`src/rtl/spi_master_txn_seq_if.sv`:
```
// rtl/spi_master_txn_seq_if.sv - start/done handshake bundle between the transaction sequencer and the TX/RX shift engines
//
// Signals:
//   tx_start/tx_len/tx_data/tx_from_fifo/tx_quad  sequencer -> TX engine phase request
//   tx_done                                       TX engine -> sequencer phase complete
//   rx_start/rx_len/rx_quad                       sequencer -> RX engine phase request
//   rx_done                                       RX engine -> sequencer phase complete
//   eng_abort                                     sequencer -> both engines abort pulse
// Modports: master = sequencer side, slave = engine side.

interface spi_master_txn_seq_if #(
    parameter int LEN_W = 16
);
    logic             tx_start;
    logic [LEN_W-1:0] tx_len;
    logic [31:0]      tx_data;
    logic             tx_from_fifo;
    logic             tx_quad;
    logic             tx_done;
    logic             rx_start;
    logic [LEN_W-1:0] rx_len;
    logic             rx_quad;
    logic             rx_done;
    logic             eng_abort;

    modport master (
        output tx_start, tx_len, tx_data, tx_from_fifo, tx_quad,
        input  tx_done,
        output rx_start, rx_len, rx_quad,
        input  rx_done,
        output eng_abort
    );

    modport slave (
        input  tx_start, tx_len, tx_data, tx_from_fifo, tx_quad,
        output tx_done,
        input  rx_start, rx_len, rx_quad,
        output rx_done,
        input  eng_abort
    );
endinterface

```
`src/rtl/spi_master_txn_seq.sv`:
```
// rtl/spi_master_txn_seq.sv - SPI transaction sequencer: CS setup, cmd, addr, dummy and data phases
//
// Ports:
//   HCLK, HRESETn                         clock, asynchronous active-low reset
//   spi_rd/spi_wr/spi_qrd/spi_qwr         one-cycle start strobes (std/quad read/write)
//   spi_swrst                             one-cycle soft reset / abort
//   spi_csreg                             one-hot chip-select selection
//   spi_cmd/spi_cmd_len                   right-aligned command and its bit length
//   spi_addr/spi_addr_len                 right-aligned address and its bit length
//   spi_data_len                          data phase length in bits
//   spi_dummy_rd/spi_dummy_wr             dummy SPI clocks for reads / writes
//   clk_tick                              one pulse per SPI bit period
//   eng                                   engine handshake (master modport)
//   spi_csn                               active-low chip selects
//   spi_status                            [6:0] one-hot state, [7] sticky start-while-busy
//   eot                                   one-cycle end-of-transaction pulse

module spi_master_txn_seq #(
    parameter int CS_NUM = 4,
    parameter int LEN_W  = 16
) (
    input  logic                  HCLK,
    input  logic                  HRESETn,
    input  logic                  spi_rd,
    input  logic                  spi_wr,
    input  logic                  spi_qrd,
    input  logic                  spi_qwr,
    input  logic                  spi_swrst,
    input  logic [CS_NUM-1:0]     spi_csreg,
    input  logic [31:0]           spi_cmd,
    input  logic [5:0]            spi_cmd_len,
    input  logic [31:0]           spi_addr,
    input  logic [5:0]            spi_addr_len,
    input  logic [LEN_W-1:0]      spi_data_len,
    input  logic [LEN_W-1:0]      spi_dummy_rd,
    input  logic [LEN_W-1:0]      spi_dummy_wr,
    input  logic                  clk_tick,
    spi_master_txn_seq_if.master  eng,
    output logic [CS_NUM-1:0]     spi_csn,
    output logic [31:0]           spi_status,
    output logic                  eot
);

    typedef enum logic [2:0] {
        IDLE  = 3'd0,
        CSS   = 3'd1,
        CMD   = 3'd2,
        ADDR  = 3'd3,
        DUMMY = 3'd4,
        DATA  = 3'd5,
        EOT   = 3'd6
    } state_t;

    state_t state, next_state;

    // Transaction configuration captured at the start strobe
    logic              dir_rd;
    logic              quad;
    logic [CS_NUM-1:0] cs_l;
    logic [31:0]       cmd_l;
    logic [5:0]        cmd_len_l;
    logic [31:0]       addr_l;
    logic [5:0]        addr_len_l;
    logic [LEN_W-1:0]  data_len_l;
    logic [LEN_W-1:0]  dummy_l;

    logic [LEN_W-1:0]  dummy_cnt, dummy_cnt_n;
    logic              err, err_n;

    logic              tx_start_q, tx_start_n;
    logic [LEN_W-1:0]  tx_len_q, tx_len_n;
    logic [31:0]       tx_data_q, tx_data_n;
    logic              tx_fifo_q, tx_fifo_n;
    logic              tx_quad_q, tx_quad_n;
    logic              rx_start_q, rx_start_n;
    logic [LEN_W-1:0]  rx_len_q, rx_len_n;
    logic              rx_quad_q, rx_quad_n;
    logic              abort_q, abort_n;
    logic              eot_q, eot_n;

    logic              any_start;
    logic              accept;
    logic              has_cmd, has_addr, has_dummy, has_data;
    state_t            after_css, after_cmd, after_addr, after_dummy;
    logic [6:0]        state_onehot;

    function automatic logic [5:0] clamp32(input logic [5:0] len);
        return (len > 6'd32) ? 6'd32 : len;
    endfunction

    assign any_start = spi_rd | spi_wr | spi_qrd | spi_qwr;

    assign has_cmd   = (cmd_len_l != 6'd0);
    assign has_addr  = (addr_len_l != 6'd0);
    assign has_dummy = (dummy_l != '0);
    assign has_data  = (data_len_l != '0);

    // Phase skipping: each phase hands over to the next one with a non-zero length
    assign after_dummy = has_data  ? DATA  : EOT;
    assign after_addr  = has_dummy ? DUMMY : after_dummy;
    assign after_cmd   = has_addr  ? ADDR  : after_addr;
    assign after_css   = has_cmd   ? CMD   : after_cmd;

    always_ff @(posedge HCLK or negedge HRESETn) begin
        if (!HRESETn) begin
            state      <= IDLE;
            err        <= 1'b0;
            dummy_cnt  <= '0;
            tx_start_q <= 1'b0;
            tx_len_q   <= '0;
            tx_data_q  <= '0;
            tx_fifo_q  <= 1'b0;
            tx_quad_q  <= 1'b0;
            rx_start_q <= 1'b0;
            rx_len_q   <= '0;
            rx_quad_q  <= 1'b0;
            abort_q    <= 1'b0;
            eot_q      <= 1'b0;
        end else begin
            state      <= next_state;
            err        <= err_n;
            dummy_cnt  <= dummy_cnt_n;
            tx_start_q <= tx_start_n;
            tx_len_q   <= tx_len_n;
            tx_data_q  <= tx_data_n;
            tx_fifo_q  <= tx_fifo_n;
            tx_quad_q  <= tx_quad_n;
            rx_start_q <= rx_start_n;
            rx_len_q   <= rx_len_n;
            rx_quad_q  <= rx_quad_n;
            abort_q    <= abort_n;
            eot_q      <= eot_n;
        end
    end

    always_ff @(posedge HCLK or negedge HRESETn) begin
        if (!HRESETn) begin
            dir_rd     <= 1'b0;
            quad       <= 1'b0;
            cs_l       <= '0;
            cmd_l      <= '0;
            cmd_len_l  <= '0;
            addr_l     <= '0;
            addr_len_l <= '0;
            data_len_l <= '0;
            dummy_l    <= '0;
        end else if (accept) begin
            // Read wins when read and write strobes coincide
            dir_rd     <= spi_rd | spi_qrd;
            quad       <= spi_qrd | spi_qwr;
            cs_l       <= spi_csreg;
            cmd_l      <= spi_cmd;
            cmd_len_l  <= clamp32(spi_cmd_len);
            addr_l     <= spi_addr;
            addr_len_l <= clamp32(spi_addr_len);
            data_len_l <= spi_data_len;
            dummy_l    <= (spi_rd | spi_qrd) ? spi_dummy_rd : spi_dummy_wr;
        end
    end

    always_comb begin
        next_state  = state;
        err_n       = err;
        dummy_cnt_n = dummy_cnt;
        accept      = 1'b0;
        tx_start_n  = 1'b0;
        rx_start_n  = 1'b0;
        abort_n     = 1'b0;
        eot_n       = 1'b0;
        tx_len_n    = tx_len_q;
        tx_data_n   = tx_data_q;
        tx_fifo_n   = tx_fifo_q;
        tx_quad_n   = tx_quad_q;
        rx_len_n    = rx_len_q;
        rx_quad_n   = rx_quad_q;

        if (spi_swrst) begin
            next_state = IDLE;
            err_n      = 1'b0;
            abort_n    = (state != IDLE);
        end else begin
            if (any_start && (state != IDLE)) begin
                err_n = 1'b1;
            end

            // A done in the same cycle as this phase's start pulse belongs to
            // nothing we issued, so it is only honoured once the pulse is gone.
            case (state)
                IDLE: begin
                    if (any_start) begin
                        accept     = 1'b1;
                        next_state = CSS;
                    end
                end
                CSS: next_state = after_css;
                CMD: begin
                    if (eng.tx_done && !tx_start_q) next_state = after_cmd;
                end
                ADDR: begin
                    if (eng.tx_done && !tx_start_q) next_state = after_addr;
                end
                DUMMY: begin
                    if (clk_tick) begin
                        if (dummy_cnt == LEN_W'(1)) begin
                            next_state = after_dummy;
                        end
                        dummy_cnt_n = dummy_cnt - LEN_W'(1);
                    end
                end
                DATA: begin
                    if (dir_rd) begin
                        if (eng.rx_done && !rx_start_q) next_state = EOT;
                    end else begin
                        if (eng.tx_done && !tx_start_q) next_state = EOT;
                    end
                end
                EOT: begin
                    eot_n      = 1'b1;
                    next_state = IDLE;
                end
                default: next_state = IDLE;
            endcase

            // Entry actions: engine requests are registered so they appear in
            // the first cycle of the new state.
            if (next_state != state) begin
                case (next_state)
                    CMD: begin
                        tx_start_n = 1'b1;
                        tx_len_n   = LEN_W'(cmd_len_l);
                        tx_data_n  = cmd_l << (6'd32 - cmd_len_l);
                        tx_fifo_n  = 1'b0;
                        tx_quad_n  = 1'b0;
                    end
                    ADDR: begin
                        tx_start_n = 1'b1;
                        tx_len_n   = LEN_W'(addr_len_l);
                        tx_data_n  = addr_l << (6'd32 - addr_len_l);
                        tx_fifo_n  = 1'b0;
                        tx_quad_n  = quad;
                    end
                    DUMMY: dummy_cnt_n = dummy_l;
                    DATA: begin
                        if (dir_rd) begin
                            rx_start_n = 1'b1;
                            rx_len_n   = data_len_l;
                            rx_quad_n  = quad;
                        end else begin
                            tx_start_n = 1'b1;
                            tx_len_n   = data_len_l;
                            tx_fifo_n  = 1'b1;
                            tx_quad_n  = quad;
                        end
                    end
                    default: ;
                endcase
            end
        end
    end

    assign state_onehot = 7'd1 << state;

    assign spi_csn    = ((state != IDLE) && (state != EOT)) ? ~cs_l : '1;
    assign spi_status = {24'd0, err, state_onehot};
    assign eot        = eot_q;

    assign eng.tx_start     = tx_start_q;
    assign eng.tx_len       = tx_len_q;
    assign eng.tx_data      = tx_data_q;
    assign eng.tx_from_fifo = tx_fifo_q;
    assign eng.tx_quad      = tx_quad_q;
    assign eng.rx_start     = rx_start_q;
    assign eng.rx_len       = rx_len_q;
    assign eng.rx_quad      = rx_quad_q;
    assign eng.eng_abort    = abort_q;

endmodule

```
`src/flat_wrapper.sv`:
```
// flat-port wrapper written by rule: the top's interface ports become plain ports
module spi_master_txn_seq_flat 
#(
    parameter int CS_NUM = 4,
    parameter int LEN_W  = 16
)
  (HCLK, HRESETn, spi_rd, spi_wr, spi_qrd, spi_qwr, spi_swrst, spi_csreg, spi_cmd, spi_cmd_len, spi_addr, spi_addr_len, spi_data_len, spi_dummy_rd, spi_dummy_wr, clk_tick, spi_csn, spi_status, eot, eng_tx_start, eng_tx_len, eng_tx_data, eng_tx_from_fifo, eng_tx_quad, eng_tx_done, eng_rx_start, eng_rx_len, eng_rx_quad, eng_rx_done, eng_eng_abort);
  spi_master_txn_seq_if #(.LEN_W(LEN_W)) eng_i ();
  input  logic HCLK;
  input  logic HRESETn;
  input  logic spi_rd;
  input  logic spi_wr;
  input  logic spi_qrd;
  input  logic spi_qwr;
  input  logic spi_swrst;
  input  logic [CS_NUM-1:0] spi_csreg;
  input  logic [31:0] spi_cmd;
  input  logic [5:0] spi_cmd_len;
  input  logic [31:0] spi_addr;
  input  logic [5:0] spi_addr_len;
  input  logic [LEN_W-1:0] spi_data_len;
  input  logic [LEN_W-1:0] spi_dummy_rd;
  input  logic [LEN_W-1:0] spi_dummy_wr;
  input  logic clk_tick;
  output logic [CS_NUM-1:0] spi_csn;
  output logic [31:0] spi_status;
  output logic eot;
  output wire logic [$bits(eng_i.tx_start)-1:0] eng_tx_start;
  output wire logic [$bits(eng_i.tx_len)-1:0] eng_tx_len;
  output wire logic [$bits(eng_i.tx_data)-1:0] eng_tx_data;
  output wire logic [$bits(eng_i.tx_from_fifo)-1:0] eng_tx_from_fifo;
  output wire logic [$bits(eng_i.tx_quad)-1:0] eng_tx_quad;
  input wire logic [$bits(eng_i.tx_done)-1:0] eng_tx_done;
  output wire logic [$bits(eng_i.rx_start)-1:0] eng_rx_start;
  output wire logic [$bits(eng_i.rx_len)-1:0] eng_rx_len;
  output wire logic [$bits(eng_i.rx_quad)-1:0] eng_rx_quad;
  input wire logic [$bits(eng_i.rx_done)-1:0] eng_rx_done;
  output wire logic [$bits(eng_i.eng_abort)-1:0] eng_eng_abort;
  assign eng_tx_start = eng_i.tx_start;
  assign eng_tx_len = eng_i.tx_len;
  assign eng_tx_data = eng_i.tx_data;
  assign eng_tx_from_fifo = eng_i.tx_from_fifo;
  assign eng_tx_quad = eng_i.tx_quad;
  assign eng_i.tx_done = eng_tx_done;
  assign eng_rx_start = eng_i.rx_start;
  assign eng_rx_len = eng_i.rx_len;
  assign eng_rx_quad = eng_i.rx_quad;
  assign eng_i.rx_done = eng_rx_done;
  assign eng_eng_abort = eng_i.eng_abort;
  spi_master_txn_seq #(.CS_NUM(CS_NUM), .LEN_W(LEN_W)) u_core (.HCLK(HCLK), .HRESETn(HRESETn), .spi_rd(spi_rd), .spi_wr(spi_wr), .spi_qrd(spi_qrd), .spi_qwr(spi_qwr), .spi_swrst(spi_swrst), .spi_csreg(spi_csreg), .spi_cmd(spi_cmd), .spi_cmd_len(spi_cmd_len), .spi_addr(spi_addr), .spi_addr_len(spi_addr_len), .spi_data_len(spi_data_len), .spi_dummy_rd(spi_dummy_rd), .spi_dummy_wr(spi_dummy_wr), .clk_tick(clk_tick), .eng(eng_i), .spi_csn(spi_csn), .spi_status(spi_status), .eot(eot));
endmodule
```
`config.mk`:
```
export PLATFORM = sky130hd
export DESIGN_NAME = spi_master_txn_seq_flat
export DESIGN_NICKNAME = d
export VERILOG_FILES = /design/src/rtl/spi_master_txn_seq_if.sv /design/src/rtl/spi_master_txn_seq.sv /design/src/flat_wrapper.sv
export SDC_FILE = /design/constraint.sdc
export NUM_CORES = 1
export LEC_CHECK = 0
export CAP_MARGIN = 40
export CORE_MARGIN = 5
export CORE_UTILIZATION = 55
export CTS_CLUSTER_DIAMETER = 30
export CTS_CLUSTER_SIZE = 40
export DETAILED_ROUTE_END_ITERATION = 8
export GPL_ROUTABILITY_DRIVEN = 0
export PLACE_DENSITY = 0.91
export SYNTH_ARGS = -nofsm -noshare
export SYNTH_HDL_FRONTEND = slang
export SYNTH_SLANG_ARGS = --single-unit
export TNS_END_PERCENT = 50
```
`constraint.sdc`:
```
create_clock -name HCLK -period 5.7 [get_ports HCLK]
set_input_delay 1.14 -clock HCLK [delete_from_list [all_inputs] [get_ports HCLK]]
set_output_delay 1.14 -clock HCLK [all_outputs]
set_load 0.05 [all_outputs]
```
==> summary.txt <==
Clocking
  – Total number of clock tree sinks: between 200 and 250
  – Clock root cell: clkbuf_16
  – Worst-case clock buffer depth: 3
  – Clk Latency, worst-skew pair: approximately 0.53 ns
  – Clock buffers created by TritonCTS: 40
  – CTS clk-pin slew, worst paths: approximately 0.050 ns
  – PostCTS Resize Cnt: 0
  – Hold bufs inserted after CTS: 0
  – Deepest level of the CTS H-tree: 2
  – Post-CTS setup buffer count: 0
  – CTS tree: done

Routing
  – Antenna-violating nets left: 0
  – Total Wirelength: roughly 38,000 µm
  – First-iteration detailed-routing DRC count: between 1,000 and 1,500
  – Remaining DRCs: 0
  – Post-DR wirelength/cell: between 15 and 20 µm
  – Vias: between 10,000 and 15,000
  – Vias per inst: ~6.1
  – First-pass iteration count of the detailed router: 8

Min path
  – Min-Delay Path Depth: 2
  – Hold/Removal Path Class: flop to flop

GRT
  – Layer with the highest usage: met2
  – Wire length of the first global-routing pass: roughly 60,000 µm
  – Pin count of the biggest net entering global routing: roughly 110
  – Overflow left after global routing: 0
  – Met2 Resource Use GR: between 40% and 50%
  – Met3 global-route usage: ~7.3%
  – Vias in the first global route: 11,900
  – Global-route track usage on met1: about a third
  – Initial antenna violation count: 2
  – Aggregate global-route resource usage: between 20% and 30%

Run
  – MaxCap Viol Count: 0

Cells and area
  – Most common cell after layout, fill and taps aside: nand2_1
  – Count of inserted antenna diode cells: 0
  – Most used cells in the layout excluding fill and tap cells: nand2_1 (423), clkdlybuf4s50_1 (219), dfrtp_1 (204)
  – Area grow syn2layout: 30.4%
  – Net count, final: about 1,800
  – Fraction of final layout cells sized beyond drive strength 1: about a tenth

Synthesis
  – Synthesized area divided by synthesized cell count: 8.52 µm²
  – Distinct cells, synth: 72
  – Yosys top cell by area: dfrtp_1
  – Sequential-to-total area share from yosys stat: approximately two fifths
  – Number of register bits inferred by synthesis: between 200 and 250
  – Biggest area contributors in the synthesized netlist: dfrtp_1 (41%), nand2_1 (13%), mux2i_1 (6.6%)
  – Number of standard cells after synthesis: 1,454
  – Proportion of netlist area held by the largest area contributor: approximately 41%
  – Warnings from Yosys: 0
  – Async set-or-reset flop fraction in the synthesized netlist: between 90% and 100%
  – Count of flip-flops with a built-in enable after synthesis: 0
  – Top_reg_cell synth: dfrtp_1
  – Total standard cell area after synthesis: ~12,000 µm²

Worst setup path
  – Kind of launch point of the worst setup path: flop
  – Worst path top cell family by delay: simple AND/OR/NAND/NOR gates
  – Critical Path End Type: primary output
  – Largest driver fanout on the critical path: 17
  – Reg2reg path depth: 8
  – Bufs and invs on worst path: 1
  – Type of the worst setup path: flop to primary output
  – CP Data Required Time: around 4.6 ns
  – Peak per-stage delay on the critical path: 0.82 ns
  – Total number of cells along the worst setup path: 4
  – Arrival time at the worst endpoint: 3.19 ns
  – Crit path cell chain: nor3_1 > nor2_1 > nand2_1 > clkdlybuf4s50_1
  – Slowest CP cell: clkdlybuf4s50_1

Timing
  – Transition at the pin with the smallest max-transition slack: approximately 0.93 ns
  – Final setup violation count: 0
  – Aggregate negative setup slack: 0 ns
  – Post-route clock period utilization: about 76%
  – Max-slew headroom: 37.8%
  – Clock tree skew after final layout: 0.0196 ns
  – Count of pins over their slew limit: 0
  – Hold Fails Final Rpt: 0
  – Top achievable clock speed: 0.231 GHz
  – Unrepaired setup endpoints after global routing: false
  – Final critical-path setup slack: approximately 1.4 ns
  – Clock period minus worst slack: between 4 and 5 ns

Floorplanning
  – Standard-cell rows: 55
  – Total Die Area: 25,600 µm²
  – Core ar.: roughly 22,000 µm²
  – Initial core utilization: about 55%
  – Die X: 160 µm
  – DIE HEIGHT: between 150 and 200 µm
  – Number of top-level pins: around 250

Placed design
  – Post-Place Worst Slack: between 1 and 1.5 ns
  – Number of buffers added on ports: 220
  – Post-DP HPWL: 26,800 µm

Status
  – Run status: complete, no violations
-- worst paths after layout --
kind	from	end	slack [ns]
setup / recovery	u_core.state[0]	spi_csn[3]	1.37
hold / removal	u_core.eng.tx_data[16]	u_core.eng.tx_data[16]	0.48
setup reg to reg	u_core.cmd_len_l[0]	u_core.eng.rx_len[0]	1.56
hold reg to reg	u_core.eng.tx_data[16]	u_core.eng.tx_data[16]	0.48
max in group asynchronous	HRESETn	u_core.eot	3.79
min in group asynchronous	HRESETn	u_core.addr_l[9]	0.68
-- through the flow --
| step | area, µm² | hold WS (ns) | std cells | utilization, % |
|---|---|---|---|---|
| after floorplan | 12500 | 0.441 | 1477 | - |
| after global placement | 14600 | 0.459 | 1871 | 65.1 |
| after detailed placement | 14800 | 0.472 | 1882 | 66.0 |
| after CTS | 16200 | 0.484 | 1953 | 72.0 |
| after global routing | 16200 | 0.504 | 1953 | 72.0 |
| final | 16200 | 0.484 | 1953 | 72.0 |
-- registers in the layout, indices dropped and copies added (netlist names), 3 cells and up --
name,flops
u_core.addr_l,32
u_core.cmd_l,32
u_core.eng.tx_data,32
u_core.data_len_l,16
u_core.dummy_cnt,16
u_core.dummy_l,16
u_core.eng.rx_len,16
u_core.eng.tx_len,16
u_core.addr_len_l,6
u_core.cmd_len_l,6
u_core.cs_l,4
u_core.state,3
-- final cells by class --
| class | count | area, µm² |
|---|---|---|
| clock buffers | 43 | 1030 |
| clock inverters | 28 | 329 |
| fillers | 1561 | 6270 |
| inverters | 33 | 124 |
| multi-input cells | 1111 | 6660 |
| flip-flops and latches | 205 | 5130 |
| well taps | 285 | 357 |
| repair buffers | 248 | 2530 |
-- kinds of logic after synthesis --
logic type	synth area share (%)
simple gates	22.0
compound gates	14.2
flops	41.4
buf+inv	6.06
mux	14.9
xor+xnor	1.05
fa+ha+maj	0.404
other cells	0.0303
-- worst register-to-register path: cells and delay by family (launching register included) --
kind	cells	cell delay (ns)
compound gates	2	1.14
fa+ha+maj	1	0.36
buf+inv	1	0.37
flops	1	0.37
mux	1	0.42
simple gates	3	1.38
-- Yosys cell counts (all sizes together), types with 2 or more instances --
library cell / count
a21o: 3
dfrtp: 205
mux2i: 82
mux2: 27
and3: 8
nor2b: 19
buf: 47
or3: 4
inv: 33
xnor2: 7
nand2b: 4
nand4: 4
a221oi: 4
o22ai: 9
nand3b: 13
o2bb2ai: 10
xor2: 7
o21ai: 93
o32ai: 2
a32oi: 3
nand3: 17
ha: 4
a211oi: 24
a311oi: 2
nor2: 84
mux4: 32
nand2: 424
a21oi: 81
clkbuf: 81
nor4: 18
and2: 8
a22o: 6
o221ai: 5
nor3: 26
or4: 3
o31ai: 6
a21boi: 3
a31oi: 25
-- layer usage --
metal	wire, µm	vias up
met1	14000	5619
met4	1600	4
met3	3610	167
met5	34	-
li1	-	5388
met2	18700	702
Power is not shown: default switching activity piles up to over one toggle a cycle in this logic, so the estimate is an artifact.
